## src/rtl/note_playback_sequencer.sv

```systemverilog
// Note recorder/player between keyboard decode and the audio datapath.
// Define LOOP_PLAYBACK_EN to repeat the buffer until stop or playback release.
module note_playback_sequencer #(
  parameter int DEPTH      = 16,
  parameter int ADDR_W     = 4,
  parameter int NOTE_TICKS = 12500000,
  parameter int GAP_TICKS  = 1250000
) (
  input  logic              clk,
  input  logic              reset,
  input  logic              load_n,
  input  logic              playback,
  input  logic              stop,
  input  logic              clear,
  input  logic [3:0]        note_in,
  input  logic [1:0]        octave_in,
  output logic [3:0]        note_out,
  output logic [1:0]        octave_out,
  output logic              note_valid,
  output logic              busy,
  output logic [ADDR_W:0]   count,
  output logic              full,
  output logic [ADDR_W-1:0] play_idx
);

  typedef enum logic [1:0] {
    IDLE,
    PLAY,
    GAP
  } state_t;

  localparam logic [31:0] NOTE_LAST = 32'(NOTE_TICKS - 1);
  localparam logic [31:0] GAP_LAST  = 32'(GAP_TICKS - 1);
  localparam logic [ADDR_W:0] FULL_CNT = (ADDR_W+1)'(DEPTH);

  state_t            state;
  logic [5:0]        mem [DEPTH];
  logic              prev_load_n;
  logic              prev_playback;
  logic [31:0]       tick;
  logic              load_fall;
  logic              play_rise;
  logic              wr_en;
  logic              last;
  logic              halt;
  logic [ADDR_W:0]   count_nx;
  logic [5:0]        slot0;
  logic [5:0]        slot_nx;
  logic [ADDR_W-1:0] idx_nx;

  assign load_fall = prev_load_n & ~load_n;
  assign play_rise = ~prev_playback & playback;
  assign full      = (count == FULL_CNT);
  assign busy      = (state != IDLE);
  assign wr_en     = (state == IDLE) & load_fall & ~clear & ~full;
  assign count_nx  = clear ? '0
                   : count + {{ADDR_W{1'b0}}, wr_en};
  // A note recorded on the same edge as play_rise must be playable
  assign slot0     = (wr_en && count == '0) ?
                     {note_in, octave_in} : mem[0];
  assign idx_nx    = play_idx + ADDR_W'(1);
  assign slot_nx   = mem[idx_nx];
  assign last      = ({1'b0, play_idx} == count - (ADDR_W+1)'(1));

`ifdef LOOP_PLAYBACK_EN
  assign halt = stop | (prev_playback & ~playback);
`else
  assign halt = stop;
`endif

  always_ff @(posedge clk) begin
    if (wr_en)
      mem[count[ADDR_W-1:0]] <= {note_in, octave_in};
  end

  always_ff @(posedge clk or negedge reset) begin
    if (!reset) begin
      state         <= IDLE;
      count         <= '0;
      play_idx      <= '0;
      tick          <= '0;
      note_out      <= '0;
      octave_out    <= '0;
      note_valid    <= 1'b0;
      prev_load_n   <= 1'b0;
      prev_playback <= 1'b1;
    end else begin
      prev_load_n   <= load_n;
      prev_playback <= playback;
      unique case (state)
        IDLE: begin
          count <= count_nx;
          if (play_rise && count_nx != '0) begin
            state                  <= PLAY;
            play_idx               <= '0;
            tick                   <= '0;
            {note_out, octave_out} <= slot0;
            note_valid             <= 1'b1;
          end
        end
        PLAY: begin
          if (halt) begin
            state      <= IDLE;
            tick       <= '0;
            play_idx   <= '0;
            note_valid <= 1'b0;
          end else if (tick == NOTE_LAST) begin
            state      <= GAP;
            tick       <= '0;
            note_valid <= 1'b0;
          end else begin
            tick <= tick + 32'd1;
          end
        end
        GAP: begin
          if (halt) begin
            state      <= IDLE;
            tick       <= '0;
            play_idx   <= '0;
            note_valid <= 1'b0;
          end else if (tick == GAP_LAST) begin
            tick <= '0;
            if (last) begin
              play_idx <= '0;
`ifdef LOOP_PLAYBACK_EN
              state                  <= PLAY;
              {note_out, octave_out} <= mem[0];
              note_valid             <= 1'b1;
`else
              state <= IDLE;
`endif
            end else begin
              state                  <= PLAY;
              play_idx               <= idx_nx;
              {note_out, octave_out} <= slot_nx;
              note_valid             <= 1'b1;
            end
          end else begin
            tick <= tick + 32'd1;
          end
        end
        default: state <= IDLE;
      endcase
    end
  end

endmodule
```

## config.mk

```make
export PLATFORM = sky130hd
export DESIGN_NAME = note_playback_sequencer
export DESIGN_NICKNAME = d
export VERILOG_FILES = /design/src/rtl/note_playback_sequencer.sv
export SDC_FILE = /design/constraint.sdc
export NUM_CORES = 1
export LEC_CHECK = 0
export CORE_ASPECT_RATIO = 0.9
export CORE_MARGIN = 4
export CORE_UTILIZATION = 50
export CTS_CLUSTER_SIZE = 30
export DETAILED_ROUTE_END_ITERATION = 8
export PLACE_DENSITY = 0.68
export SYNTH_ARGS = -nofsm -noshare
export SYNTH_HDL_FRONTEND = slang
export SYNTH_SLANG_ARGS = --single-unit
```

## constraint.sdc

```tcl
create_clock -name clk -period 5.6 [get_ports clk]
set_clock_uncertainty 0.05 [all_clocks]
set_input_delay 0.84 -clock clk [delete_from_list [all_inputs] [get_ports clk]]
set_output_delay 0.84 -clock clk [all_outputs]
set_load 0.01 [all_outputs]
```

==> impl_metrics.prom, run 1 <==
# TYPE chip_impl_metric gauge
chip_impl_metric{name="data_arrival_time_of_the_worst_path",unit="ps"} 4620
chip_impl_metric{name="post-synth-top-area-fraction",unit="%"} 40.2
chip_impl_info{name="hold_path_class",value="reg2reg"} 1
chip_impl_metric{name="synth_edf_count",unit=""} 96
chip_impl_metric{name="clock_latency_on_the_worst_skew_pair",unit="ps"} 430
chip_impl_info{name="netlist.top_cell.by_area",value="sky130_fd_sc_hd__edfxtp_1"} 1
chip_impl_metric{name="seq_power_share",unit="%"} 39.6
chip_impl_metric{name="irDropWorstVdd",unit="mV"} 0.262
chip_impl_metric{name="synth.avg_cell_area",unit="um^2"} 12.5
chip_impl_metric{name="max_slew_margin",unit="%"} 15.7
chip_impl_metric{name="hpwlAfterDp",unit="mm"} 10.1
chip_impl_metric{name="power.net_switching",unit="mW"} 1.03
chip_impl_metric{name="grt_pass1_vias",unit=""} 4490
chip_impl_metric{name="pin_count",unit=""} 30
chip_impl_metric{name="die_height",unit="um"} 122
chip_impl_metric{name="cts_htree_levels",unit=""} 4
chip_impl_metric{name="cts_hold_repair.buffers",unit=""} 0
chip_impl_metric{name="setup.reg_to_reg.worst_slack",unit="ps"} 1230
chip_impl_metric{name="setup-violations-final",unit=""} 0
chip_impl_metric{name="finish.instance_area",unit="um^2"} 8170
chip_impl_metric{name="total_power",unit="mW"} 3.33
chip_impl_info{name="synth_ff_type",value="sky130_fd_sc_hd__edfxtp_1"} 1
chip_impl_metric{name="clk_path_buf_depth",unit=""} 2
chip_impl_metric{name="hold_violations",unit=""} 0
chip_impl_metric{name="ys_ff_latch",unit=""} 148
chip_impl_info{name="timing.critical_path.from_type",value="register"} 1
chip_impl_metric{name="nNetsFinal",unit=""} 622
chip_impl_metric{name="drive_gt1_share",unit="%"} 14.1
chip_impl_info{name="rsz0062_at_grt",value="no"} 1
chip_impl_metric{name="grt_max_degree",unit=""} 53
chip_impl_metric{name="setup_tns",unit="ps"} 0
chip_impl_metric{name="cts_setup_buffers",unit=""} 0
chip_impl_info{name="cts_tree",value="done"} 1
chip_impl_info{name="synth_top_area_cells",value="sky130_fd_sc_hd__edfxtp_1 (40%), sky130_fd_sc_hd__dfrtp_1 (18%), sky130_fd_sc_hd__mux4_2 (7.5%)"} 1
chip_impl_metric{name="drt-wirelength-per-cell",unit="um"} 19.0
chip_impl_metric{name="yosysWarningCount",unit=""} 0
chip_impl_metric{name="final_period_minus_worst_setup_slack",unit="ps"} 4370
chip_impl_info{name="crit_path_kind",value="reg2reg"} 1
chip_impl_metric{name="grtUsageTotal",unit="%"} 19.7
chip_impl_metric{name="via_count",unit=""} 4698
chip_impl_metric{name="final.fill_count",unit=""} 1116
chip_impl_metric{name="max-cap-violations",unit=""} 0
chip_impl_metric{name="fp.dieArea",unit="um^2"} 16300
chip_impl_metric{name="cts.repair.resized",unit=""} 0
chip_impl_metric{name="initial_core_util",unit="%"} 51.2
chip_impl_metric{name="fin_crit_sh",unit="%"} 78.0
chip_impl_metric{name="placedInstanceArea",unit="um^2"} 7590
chip_impl_metric{name="cellPowerDensity",unit="nW/um^2"} 407
chip_impl_metric{name="length_of_the_first_detailed_routing_pass_in_iterations",unit=""} 5
chip_impl_metric{name="areaGrowthSynthToFinish",unit="%"} 14.0
chip_impl_metric{name="grt_first_pass_wirelength",unit="mm"} 24.5
chip_impl_metric{name="seq_area_frac_synth",unit="%"} 58.4
chip_impl_metric{name="synth_nets",unit=""} 598
chip_impl_info{name="worst_r2r_endpoint",value="tick[11]"} 1
chip_impl_metric{name="async_flop_share",unit="%"} 35.1
chip_impl_metric{name="antenna_left",unit=""} 0
chip_impl_metric{name="fmax",unit="MHz"} 229
chip_impl_metric{name="worst_pin_slew",unit="ps"} 1260
chip_impl_metric{name="gp_congestion",unit=""} 0.872
chip_impl_metric{name="clkSinkCount",unit=""} 148
chip_impl_metric{name="drt_iter0_markers",unit=""} 488
chip_impl_metric{name="grt_antenna_before_repair",unit=""} 0
chip_impl_metric{name="die_w",unit="um"} 134
chip_impl_info{name="clock-root-buffer",value="sky130_fd_sc_hd__clkbuf_16"} 1
chip_impl_metric{name="synthDistinctLibCells",unit=""} 63
chip_impl_metric{name="cellLeakagePower",unit="nW"} 2.94
chip_impl_info{name="worst_setup_path_endpoint",value="tick[11]"} 1
chip_impl_info{name="endpoint_kind",value="register"} 1
chip_impl_metric{name="rows",unit=""} 41
chip_impl_metric{name="number_of_buffers_created_by_cts",unit=""} 17
chip_impl_metric{name="core_area",unit="um^2"} 14000
chip_impl_info{name="critical_path.startpoint",value="state[1]"} 1
chip_impl_info{name="r2r_start",value="state[1]"} 1
chip_impl_metric{name="crit_required",unit="ps"} 5850
chip_impl_metric{name="fraction_of_power_consumed_by_the_clock_network",unit="%"} 33.7
chip_impl_metric{name="portBuffers",unit=""} 29
chip_impl_metric{name="grt_overflow_total",unit=""} 0
chip_impl_metric{name="drt-vias-per-instance",unit=""} 5.85
chip_impl_metric{name="timing_max_transition_violations_final",unit=""} 0
chip_impl_metric{name="comb_power_share",unit="%"} 26.7
chip_impl_metric{name="syn_area",unit="um^2"} 7160
chip_impl_metric{name="antennaDiodeCount",unit=""} 0
chip_impl_info{name="status",value="finished clean"} 1
chip_impl_metric{name="routed_wl",unit="mm"} 15.2
chip_impl_metric{name="p_int",unit="mW"} 2.29
chip_impl_metric{name="worstPathMaxFanout",unit=""} 29
chip_impl_metric{name="post_synth_inst_count",unit=""} 573
chip_impl_info{name="most_common_cell_after_layout_fill_and_taps_aside",value="sky130_fd_sc_hd__edfxtp_1"} 1
chip_impl_metric{name="reg2regPathDepth",unit=""} 13
chip_impl_metric{name="swShare",unit="%"} 31.1
chip_impl_metric{name="remaining_drc_errors",unit=""} 0
chip_impl_info{name="layout_common_cells",value="sky130_fd_sc_hd__edfxtp_1 (96), sky130_fd_sc_hd__nand2_1 (59), sky130_fd_sc_hd__dfrtp_1 (50), sky130_fd_sc_hd__nand3_1 (42), sky130_fd_sc_hd__inv_1 (32)"} 1
chip_impl_metric{name="cts.reportedPaths.clkPinSlew",unit="ps"} 60
cell families (layout without fill, tap and decap cells):
logic type                 Yosys count  in the layout  share of synthesized area, %
DFF                                148            148                          58.4
adders and majority gates           13             13                          2.27
muxes                               40             40                          10.2
AOI/OAI and AO/OA                   85             85                          8.00
buffers and inverters               59             96                          3.42
xor gates and xnor gates             9              9                          1.10
and+or+nand+nor                    219            219                          16.6
flip-flops by register name (all words and copies together) (netlist names):
register	flops
mem	96
play_idx	4
prev_load_n	1
count	5
state	2
prev_playback	1
note_valid	1
tick	32
note_out	4
octave_out	2
critical path, stage by stage, from the launching register on:
cell and delay [ps]:
sky130_fd_sc_hd__dfrtp_1 420, sky130_fd_sc_hd__inv_1 100, sky130_fd_sc_hd__ha_1 310, sky130_fd_sc_hd__inv_2 150, sky130_fd_sc_hd__or4b_4 590, sky130_fd_sc_hd__nor2_1 200, sky130_fd_sc_hd__ha_1 240, sky130_fd_sc_hd__ha_1 250
sky130_fd_sc_hd__or3b_2 460, sky130_fd_sc_hd__a211o_1 280, sky130_fd_sc_hd__o21ai_2 150, sky130_fd_sc_hd__a211o_1 670, sky130_fd_sc_hd__nor3_1 100, sky130_fd_sc_hd__a211o_1 270
cells in the mapped netlist (all sizes together) (2+ instances only):
library cell  number
or2                4
clkbuf            10
nor3               9
o311ai             4
nand2b             5
nand3             42
xor2               5
and2              16
xnor2              4
o211ai             9
buf               16
dfrtp             51
mux2               8
nor2b              4
o31ai              3
or4                3
o21ai             28
mux4              24
nor4               6
a21oi             22
a211o              3
edfxtp            96
o21a               2
nand2             59
o2bb2ai            4
mux2i              8
inv               33
and4               6
nor2              12
or3               24
nor3b              2
ha                13
or3b               2
a41o               2
nand4             10
and3               9
power by group through the flow:
stage | Clock, mW | Combinational, mW | Sequential (mW)
5_1_grt | 1.19 | 0.976 | 1.33
6_report | 1.12 | 0.889 | 1.32
3_5_place_dp | 0 | 0.890 | 1.34
2_1_floorplan | 0 | 0.659 | 1.29
4_1_cts | 1.14 | 0.896 | 1.32
3_3_place_gp | 0 | 0.875 | 1.34
area by class of cell:
| type | count | area [um^2] | area share, % |
|---|---|---|---|
| clock buffers | 19 | 433 | 5.30 |
| inverters | 33 | 124 | 1.52 |
| well taps | 193 | 241 | 2.96 |
| repair buffers | 31 | 300 | 3.68 |
| multi-input cells | 366 | 2740 | 33.5 |
| clock inverters | 13 | 148 | 1.81 |
| flip-flops and latches | 148 | 4190 | 51.2 |
worst min path at each step:
stage,from,end,slack (ps),depth (start not counted)
2_1_floorplan,tick[1],tick[1],410,2
3_3_place_gp,tick[1],tick[1],420,2
3_5_place_dp,note_valid,note_valid,450,1
4_1_cts,note_valid,note_valid,460,1
5_1_grt,note_valid,note_valid,480,1
6_report,note_valid,note_valid,450,1
per-layer routing:
metal / vias to the layer above / share of wire (%) / track usage [%]
li1: 2212 / - / -
met1: 2350 / 47 / 28.0
met2: 117 / 47 / 29.8
met3: 19 / 4.4 / 5.08
met4: 0 / 1.5 / 7.06
met5: - / 0 / 0
stage by stage:
stage               util, %  cells  hold slack (ps)  worst slack (ps)
floorplan                 -    573              407              1940
global placement       54.2    771              425              1010
detailed placement     54.2    771              446               903
CTS                    58.3    803              460              1260
global route           58.3    803              480               908
finish                 58.3    803              452              1230
(Power assumes the default switching activity.)
==> run 2, diff against run 1 <==
==> constraint.sdc (replaced) <==
create_clock -name clk -period 4.4 [get_ports clk]
set_clock_uncertainty 0.05 [all_clocks]
set_input_delay 0.66 -clock clk [delete_from_list [all_inputs] [get_ports clk]]
set_output_delay 0.66 -clock clk [all_outputs]
set_load 0.01 [all_outputs]
==> run 2 against run 1 <==
Compared with the run above: sequential share of layout area decreased by 0.38 points; routed wire length is 1.8% higher; global-route usage is 0.57 points higher; register-to-register slack worse by 840 ps; utilization is 0.44 points higher; die area did not move; largest power group unchanged.
==> impl_metrics.prom, run 2 (synthesized netlist as in run 1, its figures left out) <==
# TYPE chip_impl_metric gauge
chip_impl_metric{name="clock_latency_on_the_worst_skew_pair",unit="ps"} 420
chip_impl_metric{name="antenna_left",unit=""} 0
chip_impl_metric{name="grt_antenna_before_repair",unit=""} 0
chip_impl_metric{name="max-cap-violations",unit=""} 0
chip_impl_metric{name="fraction_of_power_consumed_by_the_clock_network",unit="%"} 33.4
chip_impl_metric{name="worst_path_largest_cell_delay",unit="ps"} 570
chip_impl_info{name="hold_path_class",value="in2async"} 1
chip_impl_metric{name="crit_required",unit="ps"} 4640
chip_impl_metric{name="swShare",unit="%"} 30.9
chip_impl_metric{name="worstPathMaxFanout",unit=""} 13
chip_impl_metric{name="rows",unit=""} 41
chip_impl_metric{name="remaining_drc_errors",unit=""} 0
chip_impl_metric{name="cts_htree_levels",unit=""} 4
chip_impl_metric{name="grt_first_pass_wirelength",unit="mm"} 25.5
chip_impl_metric{name="setup_tns",unit="ps"} 0
chip_impl_metric{name="routed_wl",unit="mm"} 15.5
chip_impl_metric{name="pin_count",unit=""} 30
chip_impl_info{name="cp_slowest_cell",value="sky130_fd_sc_hd__or4b_4"} 1
chip_impl_metric{name="total_power",unit="mW"} 4.25
chip_impl_metric{name="final_instance_count_excl_fillers",unit=""} 811
chip_impl_metric{name="setup.reg_to_reg.worst_slack",unit="ps"} 390
chip_impl_info{name="status",value="finished clean"} 1
chip_impl_info{name="rsz0062_at_grt",value="no"} 1
chip_impl_metric{name="seq_power_share",unit="%"} 37.9
chip_impl_metric{name="initial_core_util",unit="%"} 51.2
chip_impl_metric{name="antennaDiodeCount",unit=""} 0
chip_impl_metric{name="fp.dieArea",unit="um^2"} 16300
chip_impl_metric{name="number_of_buffers_created_by_cts",unit=""} 17
chip_impl_metric{name="global_route.usage.met3",unit="%"} 5.00
chip_impl_info{name="critical-path-top-cell-by-count",value="sky130_fd_sc_hd__ha_1"} 1
chip_impl_metric{name="utilization",unit="%"} 58.8
chip_impl_metric{name="pre_cts_slack",unit="ps"} 242
chip_impl_metric{name="portBuffers",unit=""} 29
chip_impl_info{name="clock-root-buffer",value="sky130_fd_sc_hd__clkbuf_16"} 1
chip_impl_metric{name="drt_iter0_markers",unit=""} 386
chip_impl_metric{name="hpwlAfterDp",unit="mm"} 10.3
chip_impl_metric{name="max_slew_margin",unit="%"} 11.8
chip_impl_metric{name="cellLeakagePower",unit="nW"} 2.98
chip_impl_metric{name="clk_path_buf_depth",unit=""} 2
chip_impl_metric{name="cts.repair.resized",unit=""} 0
chip_impl_metric{name="nNetsFinal",unit=""} 630
chip_impl_metric{name="die_w",unit="um"} 134
chip_impl_metric{name="die_height",unit="um"} 122
chip_impl_metric{name="min_hold_slack",unit="ps"} 308
chip_impl_info{name="most_common_cell_after_layout_fill_and_taps_aside",value="sky130_fd_sc_hd__edfxtp_1"} 1
chip_impl_metric{name="drive_gt1_share",unit="%"} 15.0
chip_impl_metric{name="irDropWorstVdd",unit="mV"} 0.497
chip_impl_metric{name="fin_crit_sh",unit="%"} 91.2
chip_impl_info{name="timing.critical_path.from_type",value="register"} 1
chip_impl_metric{name="grtUsageMet1",unit="%"} 28.7
chip_impl_metric{name="final_critical_path_setup_slack",unit="ps"} 386
chip_impl_metric{name="placedInstanceArea",unit="um^2"} 7650
chip_impl_metric{name="cellPowerDensity",unit="nW/um^2"} 517
chip_impl_metric{name="comb_power_share",unit="%"} 28.6
chip_impl_metric{name="clkSinkCount",unit=""} 148
chip_impl_metric{name="cts_setup_buffers",unit=""} 0
chip_impl_metric{name="length_of_the_first_detailed_routing_pass_in_iterations",unit=""} 5
chip_impl_metric{name="grt_overflow_total",unit=""} 0
chip_impl_info{name="endpoint_kind",value="register"} 1
chip_impl_metric{name="via_count",unit=""} 4795
chip_impl_metric{name="largest_register_ffs",unit=""} 96
chip_impl_info{name="cts_tree",value="done"} 1
chip_impl_info{name="layout_common_cells",value="sky130_fd_sc_hd__edfxtp_1 (96), sky130_fd_sc_hd__nand2_1 (59), sky130_fd_sc_hd__dfrtp_1 (50), sky130_fd_sc_hd__nand3_1 (42), sky130_fd_sc_hd__inv_1 (32)"} 1
chip_impl_metric{name="grt_pass1_vias",unit=""} 4674
chip_impl_metric{name="grtUsageTotal",unit="%"} 20.3
chip_impl_metric{name="grt_util_met2",unit="%"} 31.2
chip_impl_metric{name="cts_hold_repair.buffers",unit=""} 0
chip_impl_info{name="grt.busiest_layer",value="met2"} 1
chip_impl_metric{name="core_area",unit="um^2"} 14000
chip_impl_metric{name="finish.instance_area",unit="um^2"} 8230
chip_impl_metric{name="power.net_switching",unit="mW"} 1.32
chip_impl_metric{name="final_period_minus_worst_setup_slack",unit="ps"} 4010
chip_impl_metric{name="data_arrival_time_of_the_worst_path",unit="ps"} 4260
chip_impl_metric{name="grt_max_degree",unit=""} 53
chip_impl_metric{name="timing_max_transition_violations_final",unit=""} 0
chip_impl_metric{name="drt-wirelength-per-cell",unit="um"} 19.1
chip_impl_metric{name="drt-vias-per-instance",unit=""} 5.91
chip_impl_metric{name="fmax",unit="MHz"} 249
chip_impl_info{name="worstPathCellList",value="inv_1 -> ha_1 -> inv_2 -> or4b_4 -> nor2_1 -> ha_1 -> ha_1 -> or3b_2 -> a211o_1 -> o21ai_2 -> a211o_1 -> buf_4 -> or3_1 -> o21ai_0"} 1
chip_impl_metric{name="hold_violations",unit=""} 0
chip_impl_info{name="crit_path_kind",value="reg2reg"} 1
chip_impl_metric{name="gp_congestion",unit=""} 0.878
chip_impl_metric{name="cts.reportedPaths.clkPinSlew",unit="ps"} 60
chip_impl_metric{name="setup-violations-final",unit=""} 0
chip_impl_metric{name="areaGrowthSynthToFinish",unit="%"} 14.9
chip_impl_metric{name="worst_pin_slew",unit="ps"} 1310
chip_impl_metric{name="p_int",unit="mW"} 2.94
chip_impl_metric{name="post-place-cells",unit=""} 779
-- run 2: cell types whose count changed in the layout (fill, tap and decap cells not counted), sizes merged --
cell	change
clkbuf	-1
buf	+8
clkinvlp	-2
clkinv	+4
inv	-1
-- run 2: final timing paths --
kind / start / end / depth (start not counted)
worst max-delay path: state[0] / tick[28] / 14
worst min-delay path: reset / note_out[1] / 2
worst max register to register: state[0] / tick[28] / 14
worst min register to register: note_valid / note_valid / 1
max in group asynchronous: reset / play_idx[0] / 2
min in group clk: note_valid / note_valid / 1
-- run 2: area by class of cell --
type                    instances  area (um^2)
clock buffers                  18          429
clock inverters                14          153
multi-input cells             366         2740
repair buffers                 39          360
inverters                      33          124
well taps                     193          241
fillers                      1086         5770
flip-flops and latches        148         4190
-- run 2: critical path, delay by kind of cell (launching register included) --
kind | cells | cell delay (ps)
simple gates | 4 | 1340
flops | 1 | 410
buf+inv | 3 | 390
compound gates | 4 | 870
fa+ha+maj | 3 | 810
-- run 2: routing by layer --
layer | up-vias | part of all wire (%) | wire [um]
li1 | 2229 | - | -
met4 | 0 | 1.2 | 185
met2 | 150 | 48 | 7380
met5 | - | 0 | 0
met3 | 17 | 5.9 | 919
met1 | 2399 | 45 | 7040
-- run 2: power groups by stage --
stage               clock, mW  combinational, mW  sequential, mW
global route             1.51               1.34            1.62
detailed placement          0               1.22            1.64
finish                   1.42               1.22            1.61
CTS                      1.44               1.23            1.62
global placement            0               1.19            1.64
floorplan                   0              0.839            1.64
